===== src/rtl/rc4_pkg.sv =====
// Shared RC4 definitions: FSM state encoding, S-box geometry, timing defaults and key-byte helper.
// Used by both the key-scheduling and PRGA/decrypt stages.
package rc4_pkg;

  localparam int unsigned S_SIZE         = 256;
  localparam int unsigned DEF_KEY_LEN    = 3;
  localparam int unsigned DEF_READ_WAIT  = 2;
  localparam int unsigned DEF_WRITE_HOLD = 2;
  localparam int unsigned SEQ_CNT_W      = 4;
  localparam int unsigned KEY_MAX_BITS   = 256;

  typedef enum logic [3:0] {
    ST_IDLE,
    ST_INIT_WR,
    ST_SH_RD_I,
    ST_SH_CALC,
    ST_SH_RD_J,
    ST_SH_WR_J,
    ST_SH_WR_I,
    ST_SH_NEXT,
    ST_DONE
  } rc4_state_e;

  // Byte idx of an n_bytes-long key held MSB-first (byte 0 in the top bits).
  function automatic logic [7:0] key_byte(input logic [KEY_MAX_BITS-1:0] key,
                                          input int unsigned             n_bytes,
                                          input int unsigned             idx);
    return 8'(key >> (8 * (n_bytes - 1 - idx)));
  endfunction

endpackage


===== src/rtl/rc4_mem_seq.sv =====
// Memory transaction pacer: counts cycles of a read-wait or write-hold window and
// acknowledges on the last cycle of the window.
module rc4_mem_seq
  import rc4_pkg::*;
(
  input  logic                 clk,
  input  logic                 reset,
  input  logic                 i_en,
  input  logic [SEQ_CNT_W-1:0] i_len,
  output logic                 o_ack_c
);

  logic [SEQ_CNT_W-1:0] r_cnt;

  assign o_ack_c = i_en && (r_cnt == i_len - SEQ_CNT_W'(1));

  // Counter restarts after every ack so back-to-back transactions stay aligned.
  always_ff @(posedge clk or posedge reset) begin
    if (reset) begin
      r_cnt <= '0;
    end else if (!i_en || o_ack_c) begin
      r_cnt <= '0;
    end else begin
      r_cnt <= r_cnt + SEQ_CNT_W'(1);
    end
  end

endmodule


===== src/rtl/rc4_ksa.sv =====
// RC4 key-scheduling engine: fills S with the identity, then shuffles it with the key
// through the shared 256x8 S-memory port, pulsing t_done when S is ready for the PRGA stage.
module rc4_ksa
  import rc4_pkg::*;
#(
  parameter int unsigned KEY_LEN    = DEF_KEY_LEN,
  parameter int unsigned READ_WAIT  = DEF_READ_WAIT,
  parameter int unsigned WRITE_HOLD = DEF_WRITE_HOLD
) (
  input  logic                 clk,
  input  logic                 reset,
  input  logic                 sig_start,
  input  logic [8*KEY_LEN-1:0] secret_key,
  input  logic [7:0]           mem_out,
  output logic [7:0]           mem_address,
  output logic [7:0]           mem_data,
  output logic                 wren,
  output logic                 busy,
  output logic                 t_done
);

  localparam int unsigned          KIDX_W    = (KEY_LEN > 1) ? $clog2(KEY_LEN) : 1;
  localparam logic [7:0]           LAST_IDX  = 8'(S_SIZE - 1);
  localparam logic [SEQ_CNT_W-1:0] RD_LEN    = SEQ_CNT_W'(READ_WAIT + 1);
  localparam logic [SEQ_CNT_W-1:0] WR_LEN    = SEQ_CNT_W'(WRITE_HOLD);
  localparam logic [KIDX_W-1:0]    KIDX_LAST = KIDX_W'(KEY_LEN - 1);

  rc4_state_e           r_state, w_state_nxt;
  logic [7:0]           r_i, r_j, r_si, r_sj;
  logic [7:0]           w_i_nxt, w_j_nxt, w_si_nxt, w_sj_nxt;
  logic [KIDX_W-1:0]    r_kidx, w_kidx_nxt;
  logic [7:0]           w_key_byte;
  logic                 w_seq_en, w_ack;
  logic [SEQ_CNT_W-1:0] w_seq_len;
  logic [7:0]           r_mem_address, r_mem_data, w_addr_nxt, w_data_nxt;
  logic                 r_wren, r_busy, r_t_done;
  logic                 w_wren_nxt, w_busy_nxt, w_t_done_nxt;

  assign w_key_byte = key_byte(KEY_MAX_BITS'(secret_key), KEY_LEN, 32'(r_kidx));

  assign w_seq_en  = (r_state == ST_INIT_WR) || (r_state == ST_SH_RD_I) ||
                     (r_state == ST_SH_RD_J) || (r_state == ST_SH_WR_J) ||
                     (r_state == ST_SH_WR_I);
  assign w_seq_len = ((r_state == ST_SH_RD_I) || (r_state == ST_SH_RD_J)) ? RD_LEN : WR_LEN;

  rc4_mem_seq u_mem_seq (
    .clk     (clk),
    .reset   (reset),
    .i_en    (w_seq_en),
    .i_len   (w_seq_len),
    .o_ack_c (w_ack)
  );

  always_ff @(posedge clk or posedge reset) begin
    if (reset) begin
      r_state <= ST_IDLE;
    end else begin
      r_state <= w_state_nxt;
    end
  end

  // Next state plus next datapath values (i, j, kidx, S[i], S[j]).
  always_comb begin
    w_state_nxt = r_state;
    w_i_nxt     = r_i;
    w_j_nxt     = r_j;
    w_si_nxt    = r_si;
    w_sj_nxt    = r_sj;
    w_kidx_nxt  = r_kidx;
    case (r_state)
      ST_IDLE: begin
        if (sig_start) begin
          w_state_nxt = ST_INIT_WR;
          w_i_nxt     = '0;
          w_j_nxt     = '0;
          w_kidx_nxt  = '0;
        end
      end
      ST_INIT_WR: begin
        if (w_ack) begin
          w_i_nxt = r_i + 8'd1;
          if (r_i == LAST_IDX) begin
            w_state_nxt = ST_SH_RD_I;
          end
        end
      end
      ST_SH_RD_I: begin
        if (w_ack) begin
          w_si_nxt    = mem_out;
          w_state_nxt = ST_SH_CALC;
        end
      end
      ST_SH_CALC: begin
        w_j_nxt     = r_j + r_si + w_key_byte;
        w_state_nxt = ST_SH_RD_J;
      end
      ST_SH_RD_J: begin
        if (w_ack) begin
          w_sj_nxt    = mem_out;
          w_state_nxt = ST_SH_WR_J;
        end
      end
      ST_SH_WR_J: begin
        if (w_ack) begin
          w_state_nxt = ST_SH_WR_I;
        end
      end
      ST_SH_WR_I: begin
        if (w_ack) begin
          w_state_nxt = ST_SH_NEXT;
        end
      end
      ST_SH_NEXT: begin
        w_kidx_nxt = (r_kidx == KIDX_LAST) ? '0 : r_kidx + KIDX_W'(1);
        if (r_i == LAST_IDX) begin
          w_state_nxt = ST_DONE;
        end else begin
          w_i_nxt     = r_i + 8'd1;
          w_state_nxt = ST_SH_RD_I;
        end
      end
      ST_DONE: begin
        w_state_nxt = ST_IDLE;
      end
      default: begin
        w_state_nxt = ST_IDLE;
      end
    endcase
  end

  // Port values are decoded from the state being entered so they are registered on entry.
  always_comb begin
    w_addr_nxt   = r_mem_address;
    w_data_nxt   = r_mem_data;
    w_wren_nxt   = 1'b0;
    w_busy_nxt   = 1'b1;
    w_t_done_nxt = 1'b0;
    case (w_state_nxt)
      ST_IDLE: begin
        w_busy_nxt = 1'b0;
      end
      ST_INIT_WR: begin
        w_addr_nxt = w_i_nxt;
        w_data_nxt = w_i_nxt;
        w_wren_nxt = 1'b1;
      end
      ST_SH_RD_I: begin
        w_addr_nxt = w_i_nxt;
      end
      ST_SH_RD_J: begin
        w_addr_nxt = w_j_nxt;
      end
      ST_SH_WR_J: begin
        w_addr_nxt = w_j_nxt;
        w_data_nxt = w_si_nxt;
        w_wren_nxt = 1'b1;
      end
      ST_SH_WR_I: begin
        w_addr_nxt = w_i_nxt;
        w_data_nxt = w_sj_nxt;
        w_wren_nxt = 1'b1;
      end
      ST_DONE: begin
        w_busy_nxt   = 1'b0;
        w_t_done_nxt = 1'b1;
      end
      default: begin
      end
    endcase
  end

  always_ff @(posedge clk or posedge reset) begin
    if (reset) begin
      r_i           <= '0;
      r_j           <= '0;
      r_si          <= '0;
      r_sj          <= '0;
      r_kidx        <= '0;
      r_mem_address <= '0;
      r_mem_data    <= '0;
      r_wren        <= 1'b0;
      r_busy        <= 1'b0;
      r_t_done      <= 1'b0;
    end else begin
      r_i           <= w_i_nxt;
      r_j           <= w_j_nxt;
      r_si          <= w_si_nxt;
      r_sj          <= w_sj_nxt;
      r_kidx        <= w_kidx_nxt;
      r_mem_address <= w_addr_nxt;
      r_mem_data    <= w_data_nxt;
      r_wren        <= w_wren_nxt;
      r_busy        <= w_busy_nxt;
      r_t_done      <= w_t_done_nxt;
    end
  end

  assign mem_address = r_mem_address;
  assign mem_data    = r_mem_data;
  assign wren        = r_wren;
  assign busy        = r_busy;
  assign t_done      = r_t_done;

endmodule


===== config.mk =====
export PLATFORM = sky130hd
export DESIGN_NAME = rc4_ksa
export DESIGN_NICKNAME = d
export VERILOG_FILES = /design/src/rtl/rc4_pkg.sv /design/src/rtl/rc4_mem_seq.sv /design/src/rtl/rc4_ksa.sv
export SDC_FILE = /design/constraint.sdc
export NUM_CORES = 1
export LEC_CHECK = 0
export ABC_AREA = 0
export BUFFER_PORTS_ARGS = -buffer_cell sky130_fd_sc_hd__clkbuf_2
export CORE_UTILIZATION = 45
export DETAILED_ROUTE_END_ITERATION = 7
export GPL_TIMING_DRIVEN = 0
export HOLD_SLACK_MARGIN = 0.1
export PLACE_DENSITY = 0.74
export SETUP_SLACK_MARGIN = 0.05
export SYNTH_ARGS = -nofsm -noshare
export SYNTH_HDL_FRONTEND = slang
export SYNTH_HIERARCHICAL = 1
export SYNTH_SLANG_ARGS = --single-unit

===== constraint.sdc =====
create_clock -name clk -period 5.8 [get_ports clk]
set_input_delay 0.29 -clock clk [delete_from_list [all_inputs] [get_ports clk]]
set_output_delay 0.29 -clock clk [all_outputs]
set_load 0.05 [all_outputs]

**Word level (Yosys, flattened, before mapping)**

Cells that the tools add are included.

- $add $sub $neg: 7
- Equal/unequal tests: 17
- Shift operators: 1
- Mux-type cells: 29
- Reduce and logical (&&, ||, !) cells: 18

Operators by type and width:

| cell | number |
|---|---|
| $mux W8 | 8 |
| $pmux W8 S3 | 2 |
| $mux W4 | 9 |
| $pmux W4 S8 | 1 |
| $pmux W8 S2 | 2 |
| $shr A24 B32 Y8 | 1 |
| $eq A4 B3 Y1 const B | 7 |
| $add A8 B8 Y8 | 2 |
| $eq A4 B2 Y1 const B | 3 |
| $add A8 B1 Y8 const B | 1 |
| $eq A4 B1 Y1 const B | 2 |
| $eq A8 B8 Y1 const B | 1 |
| $logic_not A4 Y1 | 2 |
| $logic_or A1 B1 Y1 | 6 |
| $reduce_or A3 Y1 | 2 |
| $add A4 B1 Y4 const B | 1 |
| $eq A4 B4 Y1 | 1 |
| $eq A4 B4 Y1 const B | 1 |
| $mux W1 | 4 |
| $mux W2 | 2 |
| $pmux W2 S2 | 1 |
| $reduce_bool A2 Y1 | 2 |
| $reduce_or A2 Y1 | 2 |
| $reduce_bool A3 Y1 | 1 |
| other kinds (8) | 8 |

- Bits in registers: 61
- Input bits: 35
- Output and inout bits: 19
- Word-level logic and storage cells: 84

**Logic depth before layout (Yosys ltp)**

- Depth in word-level cells: 11
- Gate-level depth with buffers: 19
- Mapped depth without buffers: 16

**Cells and area by module**

Netlist, hierarchy kept.

Modules (own cells, without submodules):

| module | instances | cells an instance | area each (um^2) | sequential area each (um^2) |
|---|---|---|---|---|
| rc4_ksa | 1 | 372 | 3688.5 | 1426.4 |
| rc4_mem_seq | 1 | 26 | 280.3 | 100.1 |

**Worst setup path after synthesis**

OpenSTA, ideal clock, no wires.

- Path type: reg2reg
- Start: register r_kidx[0]
- End: register r_mem_address[7], in the netlist mem_address[7]
- Setup time: 0.132 ns
- Arrival time: 4.043 ns
- Data required time: 5.668 ns
- Path slack: 1.624 ns
- Cell stages (with the launch flop): 20
- Path buffers: 3
- Period minus slack after synthesis: 4.176 ns
- Cells stage by stage: dfrtp_1 clkbuf_1 inv_1 ha_1 buf_2 and2_1 clkbuf_1 nand2_1 o21ai_0 nand2b_1 fa_1 inv_1 ha_1 fa_1 a211oi_1 o21ai_0 and3_1 mux2_2 a211oi_1 o22ai_1

- Longest elaborated chain between the ends: 5

RTL lines:

| what | line | RTL |
|---|---|---|
| from (decl) | rc4_ksa.sv:31 | `logic [KIDX_W-1:0] r_kidx, w_kidx_nxt;` |
| from (signal assigned) | rc4_ksa.sv:189 | `r_kidx <= w_kidx_nxt;` |
| $sub A2 B2 Y3 | rc4_pkg.sv:28 | `return 8'(key >> (8 * (n_bytes - 1 - idx)));` |
| $shr A24 B32 Y8 | rc4_pkg.sv:28 |  |
| $add A8 B8 Y8 | rc4_ksa.sv:94 | `w_j_nxt = r_j + r_si + w_key_byte;` |
| $pmux W8 S2 | rc4_ksa.sv:70 | `case (r_state)` |
| $pmux W8 S2 | rc4_ksa.sv:138 | `case (w_state_nxt)` |
| to (signal assigned) | rc4_ksa.sv:190 | `r_mem_address <= w_addr_nxt;` |
| to (decl) | rc4_ksa.sv:35 | `logic [7:0] r_mem_address, r_mem_data, w_addr_nxt, w_data_nxt;` |

No other way between the ends.
A chain may end at the register's enable or synchronous reset.

**Worst setup path after layout**

Same ends and word-level chain as after synthesis.

==> results.txt <==
----------------------------------------------------
[STA]
  Achievable Freq ... approximately 210 MHz
  Worst slew pin tran ... just under 0.8 ns
  Final Hold Fails ... 0
  Total of endpoints with negative setup slack in the final report ... 0
  Setup repair after global routing missed its margin ... no
  Minimum clock period ... 4.70 ns
  Final cycle utilization of the critical path ... 0.810
  Final-report max-slew violation count ... 0
  Setup skew after layout ... a little over 0.01 ns
  Headroom to the max-slew limit ... 0.485
  Final setup slack of the worst path ... roughly 1.1 ns
  Aggregate negative setup slack ... 0 ns

[GRT]
  Overall Global Routing Usage ... 0.205
  Remaining Overflow, GRT ... 0
  Pin count of the biggest net entering global routing ... 32
  Via count of the first global-routing pass ... ~2900
  Global-route wire length before repair ... 14100 µm
  Antenna violations before repair ... 0

[Floorplanning]
  DIE WIDTH ... ~96 µm
  Overall die area ... roughly 9200 µm²
  Row cnt ... 33
  Starting density of the core ... 0.474
  Core Footprint ... 8380 µm²
  Die Span Y ... ~96 µm
  Num ports ... 54

[Clock tree]
  Number of buffers created by CTS ... 9
  Clock transition time at the flip-flop clock pins of the worst setup and hold paths ... roughly 0.07 ns
  Number of buffers on the longest clock path ... 2
  CTS H-tree depth ... 3
  Root buffer selected by CTS ... clkbuf_8
  Post-cts resize count ... 0
  TritonCTS clock tree ... yes
  Clock latency reported for the late side of the worst-skew pair ... ~0.34 ns
  Clock sink count ... around 60

[Worst setup path]
  Critical Setup Path Class ... reg -> reg
  CP Max Fanout ... 10
  CP bufs+invs ... 5
  Crit path required time ... between 6 and 7 ns
  Critical path, cell by cell ... clkbuf_1 > inv_1 > ha_1 > buf_2 > and2_1 > clkbuf_1 > nand2_1 > o21ai_0 > nand2b_1 > fa_1 > inv_1 > ha_1 > fa_1 > a211oi_1 > o21ai_0 > and3_1 > mux2_2 > a211oi_1 > o22ai_1
  Worst stage delay on the critical path ... 0.48 ns
  Top cell family by delay on the critical path ... adder cells
  Arrival time at the worst endpoint ... about 4.9 ns
  Slowest-stage cell, CP ... fa_1
  Kind of start point of the critical path ... flip-flop
  CP endpoint kind ... flip-flop

[Power and ir drop]
  Sum of internal, switching and leakage power ... 2.92 mW
  Pwr/cell area ... ~630 nW/µm²
  VDD IR-drop max ... ~0.31 mV
  Leakage Power ... 2.18 nW

[Synthesis]
  Cell count after synthesis ... between 300 and 400
  Syn avg cell area ... roughly 10 µm²
  EDFF count, synth ... 0
  Top post-synthesis cells by count ... dfrtp_1 (61), nor2_1 (40), inv_1 (24)
  Share of async-settable or async-resettable flops after synthesis ... 1.00
  Library cell occupying the most area in the post-synthesis netlist ... dfrtp_1
  Distinct cells, synth ... 65
  Number of synthesized register bits ... 61
  Cell with the most instances after synthesis ... dfrtp_1
  Syn Std Cell Area ... between 3000 and 4000 µm²
  Largest cells by area after synthesis ... dfrtp_1 (38%), mux2_2 (4.8%), fa_1 (4.0%)
  Proportion of netlist area held by the largest area contributor ... 0.385
  Number of warnings issued by yosys ... 6
  Share of synthesized area occupied by flip-flops and latches ... 0.385
  Dominant synthesized flop cell ... dfrtp_1

[Drt]
  Vias per Instance ... 5.57
  Remaining routing DRC violations ... 0
  Antenna Violating Nets Remaining ... 0
  Total wire length after detailed routing ... 8810 µm
  DR iter-0 viols ... between 150 and 200
  Routed len/inst ... about 15 µm
  Number of detailed-route iterations in the first pass ... 5
  Via count of the routed design ... approximately 3200

[Placement]
  Number of input and output port buffers inserted ... 53
  Post-detail-place hpwl ... roughly 6800 µm
  GP Congestion ... between 0.8 and 0.9
  Worst slack at placement ... around 1.1 ns

[Cells and area]
  Diodes inserted ... 0
  Proportion of layout cells with a drive suffix above 1 ... 0.256
  Layout Nets ... 522
  Number of filler instances in the final layout ... just under 800
  Layout area overhead ... 16.7%

[Status]
  Run status ... complete, no violations

[Hold path]
  Hold WC Path Type ... in -> reg

[Run]
  Max cap viols ... 0

----------------------------------------------------
[cell usage in the layout, fill, tap and decap left out, types with 3 or more instances in the layout]
master / Yosys / final
clkbuf_8: 0 / 10
a211oi_1: 7 / 7
conb_1: 2 / 5
mux2_2: 17 / 17
o22ai_1: 3 / 3
nand3_1: 20 / 20
buf_4: 7 / 7
clkbuf_2: 0 / 53
a21oi_1: 18 / 18
a22o_1: 4 / 4
and3_1: 6 / 6
inv_2: 2 / 3
fa_1: 8 / 8
xnor2_1: 10 / 10
clkbuf_1: 7 / 8
o211ai_1: 8 / 8
nand2_1: 16 / 16
nor2_1: 40 / 40
a21o_1: 10 / 10
nand2b_1: 4 / 4
ha_1: 12 / 12
nor4_1: 4 / 4
a221o_1: 6 / 6
buf_2: 4 / 4
mux2i_1: 14 / 14
a31oi_1: 7 / 7
dfrtp_1: 61 / 61
inv_1: 24 / 23
nor3_1: 5 / 5
a211o_1: 3 / 3
nor2b_1: 5 / 5
o21ai_0: 17 / 17
[metal layers]
layer	up-vias	wire length, µm	track usage
li1	1562	-	-
met2	92	4170	0.344
met1	1549	4180	0.270
met3	10	352	0.0253
met5	-	0	0
met4	0	110	0.0784
[final timing paths]
| check | start | endpoint | slack [ns] | depth (start not counted) |
|---|---|---|---|---|
| max | r_kidx[0] | mem_address[7] | 1.10 | 19 |
| max reg2reg | r_kidx[0] | mem_address[7] | 1.10 | 19 |
| min reg2reg | r_sj[4] | r_sj[4] | 0.50 | 1 |
| max in group asynchronous | reset | r_j[3] | 4.67 | 4 |
| min | mem_out[6] | r_si[6] | 0.21 | 2 |
| min in group asynchronous | reset | u_mem_seq/r_cnt[3] | 0.38 | 3 |
[where the power goes]
part	leakage (nW)	switching, mW	internal (mW)
clock network	0.106	0.172	0.254
registers	0.759	0.106	0.596
logic	1.32	1.09	0.704
[registers in the layout, summed over array words and instances (netlist names)]
| register | cells |
|---|---|
| r_kidx | 2 |
| mem_address | 8 |
| wren | 1 |
| u_mem_seq/r_cnt | 4 |
| mem_data | 8 |
| r_sj | 8 |
| r_state | 4 |
| t_done | 1 |
| busy | 1 |
| r_si | 8 |
| r_i | 8 |
| r_j | 8 |
[stage by stage]
stage	area (µm²)	utilization	hold WS (ns)	cells
after CTS	4630	0.553	0.201	577
after global placement	4380	0.522	0.167	559
final	4630	0.553	0.213	577
after global routing	4630	0.553	0.211	577
after floorplan	3980	-	0.0561	401
after detailed placement	4400	0.525	0.181	560
[cells by family (layout without fill, tap and decap cells)]
logic type | count (synthesis) | count (layout) | synth area share
multiplexers | 33 | 33 | 0.0927
flip-flops | 61 | 61 | 0.385
other | 2 | 5 | 0.00189
AND/OR/NAND/NOR | 126 | 126 | 0.183
buffers and inverters | 47 | 118 | 0.0568
AO/OA/AOI/OAI | 96 | 96 | 0.170
adder cells (fa/ha/maj) | 20 | 20 | 0.0782
XOR/XNOR | 13 | 13 | 0.0325
[layout make-up]
cell class / instances / area (µm²) / share of cell area
multi-input combinational: 293 / 2230 / 0.481
sequential: 61 / 1530 / 0.330
timing repair buffer: 55 / 295 / 0.0637
clock buffer: 11 / 141 / 0.0305
tap: 105 / 131 / 0.0284
buffer: 20 / 121 / 0.0262
inverter: 27 / 104 / 0.0224
clock inverter: 5 / 83.8 / 0.0181
[repair_timing]
action                     in CTS  in global routing
buffers inserted                0                  0
hold endpoints to repair       30                  0
setup endpoints to repair       0                  0
hold buffers                    1                  0
Power figures use the tool's default switching activity.
